===== config.mk =====
export PLATFORM = sky130hd
export DESIGN_NAME = shift_unit_arbiter_flat
export DESIGN_NICKNAME = d
export VERILOG_FILES = /design/src/rtl/shift_unit_arbiter_if.sv /design/src/rtl/shift_unit_arbiter.sv /design/src/flat_wrapper.sv
export SDC_FILE = /design/constraint.sdc
export NUM_CORES = 1
export LEC_CHECK = 0
export ABC_AREA = 1
export CELL_PAD_IN_SITES_DETAIL_PLACEMENT = 0
export CELL_PAD_IN_SITES_GLOBAL_PLACEMENT = 1
export CORE_ASPECT_RATIO = 0.75
export CORE_MARGIN = 5
export CORE_UTILIZATION = 27
export CTS_BUF_LIST = sky130_fd_sc_hd__clkbuf_8
export CTS_CLUSTER_SIZE = 28
export DETAILED_ROUTE_END_ITERATION = 10
export GPL_TIMING_DRIVEN = 1
export PLACE_DENSITY = 0.87
export SLEW_MARGIN = 20
export SYNTH_ARGS = -nofsm -noshare
export SYNTH_HDL_FRONTEND = slang
export SYNTH_SLANG_ARGS = --single-unit

===== constraint.sdc =====
create_clock -name i_clk -period 1.72 [get_ports i_clk]
set_input_delay 0.43 -clock i_clk [delete_from_list [all_inputs] [get_ports i_clk]]
set_output_delay 0.43 -clock i_clk [all_outputs]
set_load 0.05 [all_outputs]

===== src/rtl/shift_unit_arbiter_if.sv =====
// Bundle of requester, response and shifter-side signals around the shift unit arbiter.
// The arbiter takes the slave view; the execute stage and shifter share the master view.
interface shift_unit_arbiter_if #(
  parameter int unsigned DATA_W = 32,
  parameter int unsigned SH_W   = 5
);
  logic              req0_valid;
  logic              req0_ready;
  logic [DATA_W-1:0] req0_data;
  logic [SH_W-1:0]   req0_shamt;
  logic              req0_right;
  logic              req0_arith;
  logic              rsp0_valid;
  logic              rsp0_ready;
  logic [DATA_W-1:0] rsp0_data;

  logic              req1_valid;
  logic              req1_ready;
  logic [DATA_W-1:0] req1_data;
  logic [SH_W-1:0]   req1_shamt;
  logic              req1_right;
  logic              req1_arith;
  logic              rsp1_valid;
  logic              rsp1_ready;
  logic [DATA_W-1:0] rsp1_data;

  logic [DATA_W-1:0] sh_orig;
  logic [SH_W-1:0]   sh_index;
  logic              sh_right;
  logic              sh_arith;
  logic [DATA_W-1:0] sh_result;

  modport slave (
    input  req0_valid, req0_data, req0_shamt, req0_right, req0_arith, rsp0_ready,
    input  req1_valid, req1_data, req1_shamt, req1_right, req1_arith, rsp1_ready,
    input  sh_result,
    output req0_ready, rsp0_valid, rsp0_data,
    output req1_ready, rsp1_valid, rsp1_data,
    output sh_orig, sh_index, sh_right, sh_arith
  );

  modport master (
    output req0_valid, req0_data, req0_shamt, req0_right, req0_arith, rsp0_ready,
    output req1_valid, req1_data, req1_shamt, req1_right, req1_arith, rsp1_ready,
    output sh_result,
    input  req0_ready, rsp0_valid, rsp0_data,
    input  req1_ready, rsp1_valid, rsp1_data,
    input  sh_orig, sh_index, sh_right, sh_arith
  );
endinterface


===== src/rtl/shift_unit_arbiter.sv =====
// Round-robin arbiter sharing one combinational barrel shifter between two requesters.
// Each operation runs IDLE -> EXEC -> RESP; the shifter is always driven from registers.
module shift_unit_arbiter #(
  parameter int unsigned DATA_W = 32,
  parameter int unsigned SH_W   = 5
) (
  input  logic                  i_clk,
  input  logic                  i_rstn,
  shift_unit_arbiter_if.slave   bus,
  output logic                  o_busy
);

  if (SH_W != $clog2(DATA_W)) begin : g_bad_sh_w
    $error("SH_W must equal log2(DATA_W)");
  end

  typedef enum logic [1:0] {StIdle, StExec, StResp} state_e;

  state_e            r_state;
  logic              r_last_grant;
  logic              r_owner;
  logic [DATA_W-1:0] r_data;
  logic [SH_W-1:0]   r_shamt;
  logic              r_right;
  logic              r_arith;
  logic [DATA_W-1:0] r_rsp_data;
  logic              r_rsp0_valid;
  logic              r_rsp1_valid;
  logic              r_busy;

  logic w_idle;
  logic w_gnt0;
  logic w_gnt1;
  logic w_rsp_hs;

  // On a tie the requester that did not win last time gets the grant.
  assign w_idle   = (r_state == StIdle);
  assign w_gnt0   = bus.req0_valid & (~bus.req1_valid | r_last_grant);
  assign w_gnt1   = bus.req1_valid & (~bus.req0_valid | ~r_last_grant);
  assign w_rsp_hs = r_owner ? (r_rsp1_valid & bus.rsp1_ready) : (r_rsp0_valid & bus.rsp0_ready);

  assign bus.req0_ready = w_idle & w_gnt0;
  assign bus.req1_ready = w_idle & w_gnt1;
  assign bus.rsp0_valid = r_rsp0_valid;
  assign bus.rsp1_valid = r_rsp1_valid;
  assign bus.rsp0_data  = r_rsp_data;
  assign bus.rsp1_data  = r_rsp_data;
  assign bus.sh_orig    = r_data;
  assign bus.sh_index   = r_shamt;
  assign bus.sh_right   = r_right;
  assign bus.sh_arith   = r_arith;
  assign o_busy         = r_busy;

  always_ff @(posedge i_clk) begin
    if (!i_rstn) begin
      r_state      <= StIdle;
      r_last_grant <= 1'b1;
      r_owner      <= 1'b0;
      r_data       <= '0;
      r_shamt      <= '0;
      r_right      <= 1'b0;
      r_arith      <= 1'b0;
      r_rsp_data   <= '0;
      r_rsp0_valid <= 1'b0;
      r_rsp1_valid <= 1'b0;
      r_busy       <= 1'b0;
    end else begin
      case (r_state)
        StIdle: begin
          if (w_gnt0 | w_gnt1) begin
            r_owner <= w_gnt1;
            r_data  <= w_gnt1 ? bus.req1_data  : bus.req0_data;
            r_shamt <= w_gnt1 ? bus.req1_shamt : bus.req0_shamt;
            r_right <= w_gnt1 ? bus.req1_right : bus.req0_right;
            r_arith <= w_gnt1 ? bus.req1_arith : bus.req0_arith;
            r_state <= StExec;
            r_busy  <= 1'b1;
          end
        end
        StExec: begin
          r_rsp_data   <= bus.sh_result;
          r_rsp0_valid <= ~r_owner;
          r_rsp1_valid <= r_owner;
          r_state      <= StResp;
        end
        StResp: begin
          if (w_rsp_hs) begin
            r_rsp0_valid <= 1'b0;
            r_rsp1_valid <= 1'b0;
            r_last_grant <= r_owner;
            r_state      <= StIdle;
            r_busy       <= 1'b0;
          end
        end
        default: begin
          r_state <= StIdle;
          r_busy  <= 1'b0;
        end
      endcase
    end
  end

endmodule


===== src/flat_wrapper.sv =====
// flat-port wrapper written by rule: the top's interface ports become plain ports
module shift_unit_arbiter_flat 
#(
  parameter int unsigned DATA_W = 32,
  parameter int unsigned SH_W   = 5
)
  (i_clk, i_rstn, o_busy, bus_req0_valid, bus_req0_data, bus_req0_shamt, bus_req0_right, bus_req0_arith, bus_rsp0_ready, bus_req1_valid, bus_req1_data, bus_req1_shamt, bus_req1_right, bus_req1_arith, bus_rsp1_ready, bus_sh_result, bus_req0_ready, bus_rsp0_valid, bus_rsp0_data, bus_req1_ready, bus_rsp1_valid, bus_rsp1_data, bus_sh_orig, bus_sh_index, bus_sh_right, bus_sh_arith);
  shift_unit_arbiter_if #(.DATA_W(DATA_W), .SH_W(SH_W)) bus_i ();
  input  logic i_clk;
  input  logic i_rstn;
  output logic o_busy;
  input wire logic [$bits(bus_i.req0_valid)-1:0] bus_req0_valid;
  input wire logic [$bits(bus_i.req0_data)-1:0] bus_req0_data;
  input wire logic [$bits(bus_i.req0_shamt)-1:0] bus_req0_shamt;
  input wire logic [$bits(bus_i.req0_right)-1:0] bus_req0_right;
  input wire logic [$bits(bus_i.req0_arith)-1:0] bus_req0_arith;
  input wire logic [$bits(bus_i.rsp0_ready)-1:0] bus_rsp0_ready;
  input wire logic [$bits(bus_i.req1_valid)-1:0] bus_req1_valid;
  input wire logic [$bits(bus_i.req1_data)-1:0] bus_req1_data;
  input wire logic [$bits(bus_i.req1_shamt)-1:0] bus_req1_shamt;
  input wire logic [$bits(bus_i.req1_right)-1:0] bus_req1_right;
  input wire logic [$bits(bus_i.req1_arith)-1:0] bus_req1_arith;
  input wire logic [$bits(bus_i.rsp1_ready)-1:0] bus_rsp1_ready;
  input wire logic [$bits(bus_i.sh_result)-1:0] bus_sh_result;
  output wire logic [$bits(bus_i.req0_ready)-1:0] bus_req0_ready;
  output wire logic [$bits(bus_i.rsp0_valid)-1:0] bus_rsp0_valid;
  output wire logic [$bits(bus_i.rsp0_data)-1:0] bus_rsp0_data;
  output wire logic [$bits(bus_i.req1_ready)-1:0] bus_req1_ready;
  output wire logic [$bits(bus_i.rsp1_valid)-1:0] bus_rsp1_valid;
  output wire logic [$bits(bus_i.rsp1_data)-1:0] bus_rsp1_data;
  output wire logic [$bits(bus_i.sh_orig)-1:0] bus_sh_orig;
  output wire logic [$bits(bus_i.sh_index)-1:0] bus_sh_index;
  output wire logic [$bits(bus_i.sh_right)-1:0] bus_sh_right;
  output wire logic [$bits(bus_i.sh_arith)-1:0] bus_sh_arith;
  assign bus_i.req0_valid = bus_req0_valid;
  assign bus_i.req0_data = bus_req0_data;
  assign bus_i.req0_shamt = bus_req0_shamt;
  assign bus_i.req0_right = bus_req0_right;
  assign bus_i.req0_arith = bus_req0_arith;
  assign bus_i.rsp0_ready = bus_rsp0_ready;
  assign bus_i.req1_valid = bus_req1_valid;
  assign bus_i.req1_data = bus_req1_data;
  assign bus_i.req1_shamt = bus_req1_shamt;
  assign bus_i.req1_right = bus_req1_right;
  assign bus_i.req1_arith = bus_req1_arith;
  assign bus_i.rsp1_ready = bus_rsp1_ready;
  assign bus_i.sh_result = bus_sh_result;
  assign bus_req0_ready = bus_i.req0_ready;
  assign bus_rsp0_valid = bus_i.rsp0_valid;
  assign bus_rsp0_data = bus_i.rsp0_data;
  assign bus_req1_ready = bus_i.req1_ready;
  assign bus_rsp1_valid = bus_i.rsp1_valid;
  assign bus_rsp1_data = bus_i.rsp1_data;
  assign bus_sh_orig = bus_i.sh_orig;
  assign bus_sh_index = bus_i.sh_index;
  assign bus_sh_right = bus_i.sh_right;
  assign bus_sh_arith = bus_i.sh_arith;
  shift_unit_arbiter #(.DATA_W(DATA_W), .SH_W(SH_W)) u_core (.i_clk(i_clk), .i_rstn(i_rstn), .bus(bus_i), .o_busy(o_busy));
endmodule

======== After elaboration in Yosys (flattened, before gate mapping) ========
Cells that the tools add are included.
storage, ports and cells
  bits in registers ....................... 78
  input bits .............................. 116
  output and inout port bits .............. 108
operators by class
  equal/unequal tests ..................... 4
  multiplexer cells ....................... 13
  bitwise gates (word level) .............. 14
  reductions and logical operators ........ 7
operator list
  cell                                                  number
  two-way mux 32 bit                                    1
  AND reduction 2 bit                                   4
  AND 1 bit                                             6
  case mux 2 bit (3 select lines)                       1
  two-way mux 1 bit                                     5
  two-way mux 5 bit                                     1
  inverter 1 bit                                        5
  two-way mux 2 bit                                     2
  case mux 1 bit (2 select lines)                       2
  OR 1 bit                                              3
  case mux 1 bit (3 select lines)                       1
  AND reduction 3 bit                                   1
  equality test 2 x 1 -> 1 bit (second input constant)  1
  equality test 2 bit (second input constant)           1
  zero test 2 bit                                       1
  != test 2 x 1 -> 1 bit (second input constant)        1
  != test 2 bit (second input constant)                 1
  nonzero test 2 bit                                    1

======== Longest topological paths before layout ========
  depth in word-level cells ............... 6
  depth in mapped cells ................... 8
  depth with buffers taken out ............ 6

======== Worst setup path before layout ========
No wires, ideal clock.
  path type ............................... input -> output
  start point ............................. input port bus_req0_valid
  end point ............................... output port bus_req0_ready
  arrival ................................. 1.544 ns
  slack ................................... -0.254 ns
  cell stages on the path ................. 3
  cells stage by stage .................... nand2_1 clkbuf_1 a21oi_1
on the way
  cells in the longest elaborated chain, start to end .. 2
RTL lines
  what             line                      RTL
  start, declared  flat_wrapper.sv:12        input wire logic [$bits(bus_i.req0_valid)-1:0] bus_req0_valid;
  AND 1 bit        shift_unit_arbiter.sv:38  assign w_gnt0 = bus.req0_valid & (~bus.req1_valid | r_last_grant);
  AND 1 bit        shift_unit_arbiter.sv:42  assign bus.req0_ready = w_idle & w_gnt0;
  end, declared    flat_wrapper.sv:25        output wire logic [$bits(bus_i.req0_ready)-1:0] bus_req0_ready;
Every way passes these cells.

======== Worst setup path in the final report ========
Same ends and word-level chain as after synthesis.

==> out/qor.tcl <==
set qor(core_area_mm2) 0.0129
set qor(worst_hold_path.num_cells) 3
set qor(drt_iter0_drc) 179
set qor(timing.final.crit_share_pct) 96.5
set qor(report.power.total_mw) 6.04
set qor(global_route.overflow_total) 0
set qor(worst-slew-pin-transition_ns) 0.593
set qor(synth.yosys.warnings) 0
set qor(max_cap_viol_count) 0
set qor(post_cts_hold_buffer_count) 0
set qor(cts-buffers-inserted) 9
set qor(p_leak_nw) 2.76
set qor(rsz_0062_raised_after_global_routing) {false}
set qor(route.detailed.drc) 0
set qor(min_delay_worst_endpoint) {u_core.r_owner}
set qor(io_buffers) 223
set qor(cts_max_path_buffers) 2
set qor(grt_first_pass_wirelength_um) 18700
set qor(core.rowCount) 36
set qor(worstSetupStartpointType) {input port}
set qor(power_frac_comb_pct) 42.0
set qor(slew_headroom_pct) 60.4
set qor(clk-insertion-delay-late_ns) 0.34
set qor(netlist_top_cells_area) {sky130_fd_sc_hd__dfxtp_1, sky130_fd_sc_hd__nor2_1, sky130_fd_sc_hd__nand2_1, sky130_fd_sc_hd__o21ai_0, sky130_fd_sc_hd__buf_4}
set qor(power.ir.vdd_worst_uv) 415
set qor(final_antenna_net_count) 0
set qor(initial_core_util_pct) 27.4
set qor(boundaryPins) 224
set qor(avgRoutedWirePerCell_um) 13.6
set qor(synth.yosys.seq_area_share_pct) 44.0
set qor(fin_skew_ns) 0.00916
set qor(dpl_cell_area_mm2) 0.00555
set qor(regToRegSetupSlack_ns) 0.35
set qor(drt-vias-per-instance) 4.41
set qor(clock-root-buffer) {sky130_fd_sc_hd__clkbuf_8}
set qor(antenna_diode_count) 0
set qor(seqPwrFrac_pct) 36.1
set qor(synth_top_area_cell) {sky130_fd_sc_hd__dfxtp_1}
set qor(finalSetupViolations) 0
set qor(power_density_mw_per_mm2) 1050
set qor(hp-start) {bus_req1_valid}
set qor(synth_area_mm2) 0.00355
set qor(area_growth_pct) 62.5
set qor(yosys.cell_types.count) 16
set qor(grt_util_all_layers_pct) 14.7
set qor(synth.top_cell.area_share_pct) 44.0
set qor(stdcell_area_mm2) 0.00576
set qor(timing.final.hold_violations) 0
set qor(antenna_found_initial) 0
set qor(timing_max_transition_violations_final) 0
set qor(globalplace.congestion) 0.793
set qor(clock.fmax_ghz) 0.603
set qor(crit_required_ns) 1.29
set qor(grt_start_max_net_pins) 77
set qor(cts_tree) {done}
set qor(worst_hold_path_type) {in -> reg}
set qor(critical_path_peak_fanout) 3
set qor(cts.reportedPaths.clkPinSlew_ns) 0.08
set qor(floorplan.die_area_mm2) 0.0156
set qor(critical_path.reg2reg.endpoint) {u_core.bus.sh_orig[14]}
set qor(die_width_um) 142
set qor(layout_min_cycle_time_ns) 1.66
set qor(launch_point_of_the_worst_reg_to_reg_path) {u_core.r_state[1]}
set qor(hpwl_um) 8840
set qor(reg2regPathDepth) 7
set qor(cell_internal_pwr_mw) 3.57
set qor(vertical_die_dimension_um) 109
set qor(worst_setup_path_end_kind) {output port}
set qor(nNetsFinal) 824
set qor(arrival_ns) 1.23
set qor(num_vias) 3902
set qor(cts_sinks) 78
set qor(finalWirelength_um) 12000
set qor(clkPwrFrac_pct) 22.0
set qor(final_layout_size_suffix_gt1_share_pct) 21.0
set qor(firstDrtPassIters) 4
set qor(htreeDepth) 3
set qor(gate_count_after_technology_mapping) 524
set qor(status) {completed}
set qor(syn_avg_cell_area_um2) 6.77
set qor(yosys_register_bits) 78
set qor(grt_pass1_vias) 3801
set qor(power.net_switching_mw) 2.47
set qor(power.share.switching_pct) 40.9
set qor(syn-num-nets) 640
set qor(worstSetupPathType) {in -> out}
## kinds of logic after synthesis
group                  count (synthesis)  share of synthesized area, %
AND/OR/NAND/NOR                      290                          32.5
AO/OA/AOI/OAI                         77                          11.0
flip-flops                            78                          44.0
buffers and inverters                 79                          12.5
## how the worst max path moves through the flow
stage	startpoint	endpoint	slack, ns	cells past startpoint
floorplan	bus_req1_valid	bus_req1_ready	0.04	4
global placement	bus_req0_valid	bus_req1_ready	-0.19	5
detailed placement	bus_req0_valid	bus_req1_ready	-0.20	5
CTS	u_core.r_state[1]	bus_req1_ready	0.04	4
global route	u_core.r_last_grant	bus_req1_ready	0.006	4
finish	bus_req0_valid	bus_req0_ready	0.06	5
## cells in the final DEF, fill, tap and decap left out
cell | synthesis | final
sky130_fd_sc_hd__nand2_1 | 96 | 95
sky130_fd_sc_hd__clkdlybuf4s50_1 | 0 | 112
sky130_fd_sc_hd__buf_12 | 0 | 8
sky130_fd_sc_hd__inv_1 | 11 | 11
sky130_fd_sc_hd__buf_2 | 9 | 2
sky130_fd_sc_hd__clkinv_4 | 0 | 2
sky130_fd_sc_hd__dfxtp_1 | 78 | 78
sky130_fd_sc_hd__nor2_2 | 1 | 1
sky130_fd_sc_hd__buf_6 | 2 | 1
sky130_fd_sc_hd__nand3_1 | 47 | 46
sky130_fd_sc_hd__o21ai_0 | 71 | 71
sky130_fd_sc_hd__nand2_2 | 0 | 1
sky130_fd_sc_hd__nor2_1 | 145 | 144
sky130_fd_sc_hd__clkbuf_8 | 0 | 9
sky130_fd_sc_hd__dlygate4sd2_1 | 0 | 1
sky130_fd_sc_hd__o21ai_4 | 0 | 1
sky130_fd_sc_hd__nor2_4 | 0 | 1
sky130_fd_sc_hd__clkinv_2 | 0 | 3
sky130_fd_sc_hd__a21oi_1 | 5 | 4
sky130_fd_sc_hd__buf_4 | 32 | 116
sky130_fd_sc_hd__nand3_2 | 0 | 1
sky130_fd_sc_hd__clkinvlp_4 | 0 | 1
sky130_fd_sc_hd__bufinv_16 | 0 | 1
sky130_fd_sc_hd__inv_2 | 1 | 1
sky130_fd_sc_hd__nand4_1 | 1 | 1
sky130_fd_sc_hd__a21oi_2 | 0 | 1
## layout make-up
cell class | count | area [um^2]
multi-input cells | 367 | 1570
clock inverters | 7 | 66.3
repair buffers | 240 | 2180
flip-flops and latches | 78 | 1560
well taps | 171 | 214
fillers | 1276 | 7160
inverters | 12 | 48.8
clock buffers | 9 | 124
## worst max-delay path: stages
cell and delay (ns):
sky130_fd_sc_hd__dlygate4sd2_1 0.26, sky130_fd_sc_hd__buf_6 0.13, sky130_fd_sc_hd__nand2_1 0.07, sky130_fd_sc_hd__a21oi_2 0.18
sky130_fd_sc_hd__buf_12 0.16
## synth_stat cells
| library cell | number |
|---|---|
| sky130_fd_sc_hd__a21oi_1 | 5 |
| sky130_fd_sc_hd__buf_2 | 9 |
| sky130_fd_sc_hd__buf_4 | 32 |
| sky130_fd_sc_hd__buf_6 | 2 |
| sky130_fd_sc_hd__clkbuf_1 | 23 |
| sky130_fd_sc_hd__clkbuf_2 | 1 |
| sky130_fd_sc_hd__dfxtp_1 | 78 |
| sky130_fd_sc_hd__inv_1 | 11 |
| sky130_fd_sc_hd__inv_2 | 1 |
| sky130_fd_sc_hd__nand2_1 | 96 |
| sky130_fd_sc_hd__nand3_1 | 47 |
| sky130_fd_sc_hd__nand4_1 | 1 |
| sky130_fd_sc_hd__nor2_1 | 145 |
| sky130_fd_sc_hd__nor2_2 | 1 |
| sky130_fd_sc_hd__o21ai_0 | 71 |
| sky130_fd_sc_hd__o21ai_2 | 1 |
## sequential cells by signal (all words and copies together) (netlist names)
name / flops
u_core.bus.sh_index: 5
u_core.bus.rsp0_data: 32
u_core.r_owner: 1
u_core.r_last_grant: 1
u_core.bus.rsp0_valid: 1
u_core.bus.rsp1_valid: 1
u_core.o_busy: 1
u_core.r_state: 2
u_core.bus.sh_orig: 32
u_core.bus.sh_right: 1
u_core.bus.sh_arith: 1
## through the flow
| stage | setup WS [ns] | std cells | utilization [%] | setup TNS (ns) | hold slack, ns |
|---|---|---|---|---|---|
| floorplan | 0.0370 | 524 | - | 0 | 0.429 |
| global placement | -0.191 | 867 | 42.9 | -4.78 | 0.472 |
| detailed placement | -0.202 | 867 | 42.9 | -5.92 | 0.467 |
| CTS | 0.0401 | 883 | 44.5 | 0 | 0.409 |
| global route | 0.00627 | 884 | 44.6 | 0 | 0.431 |
| finish | 0.0603 | 884 | 44.6 | 0 | 0.437 |
## power by group through the flow
stage / sequential [mW] / combinational, mW / clock (mW)
floorplan: 2.92 / 0.931 / 0
global placement: 2.20 / 2.52 / 0
detailed placement: 2.21 / 2.54 / 0
CTS: 2.18 / 2.55 / 1.40
global route: 2.21 / 2.70 / 1.48
finish: 2.18 / 2.53 / 1.33
## timing repair
item	in CTS	in global routing
pin swaps	1	1
resized for setup	5	1
endpoints found under the hold margin	0	0
endpoints found under the setup margin	2	2
buffers inserted	0	1
## routing by layer
metal	track usage (%)	wire [um]
met5	0	0
met4	3.80	138
met3	4.47	934
met2	24.5	5690
met1	18.7	5250
Note: power is estimated with default switching activity, not from simulation.
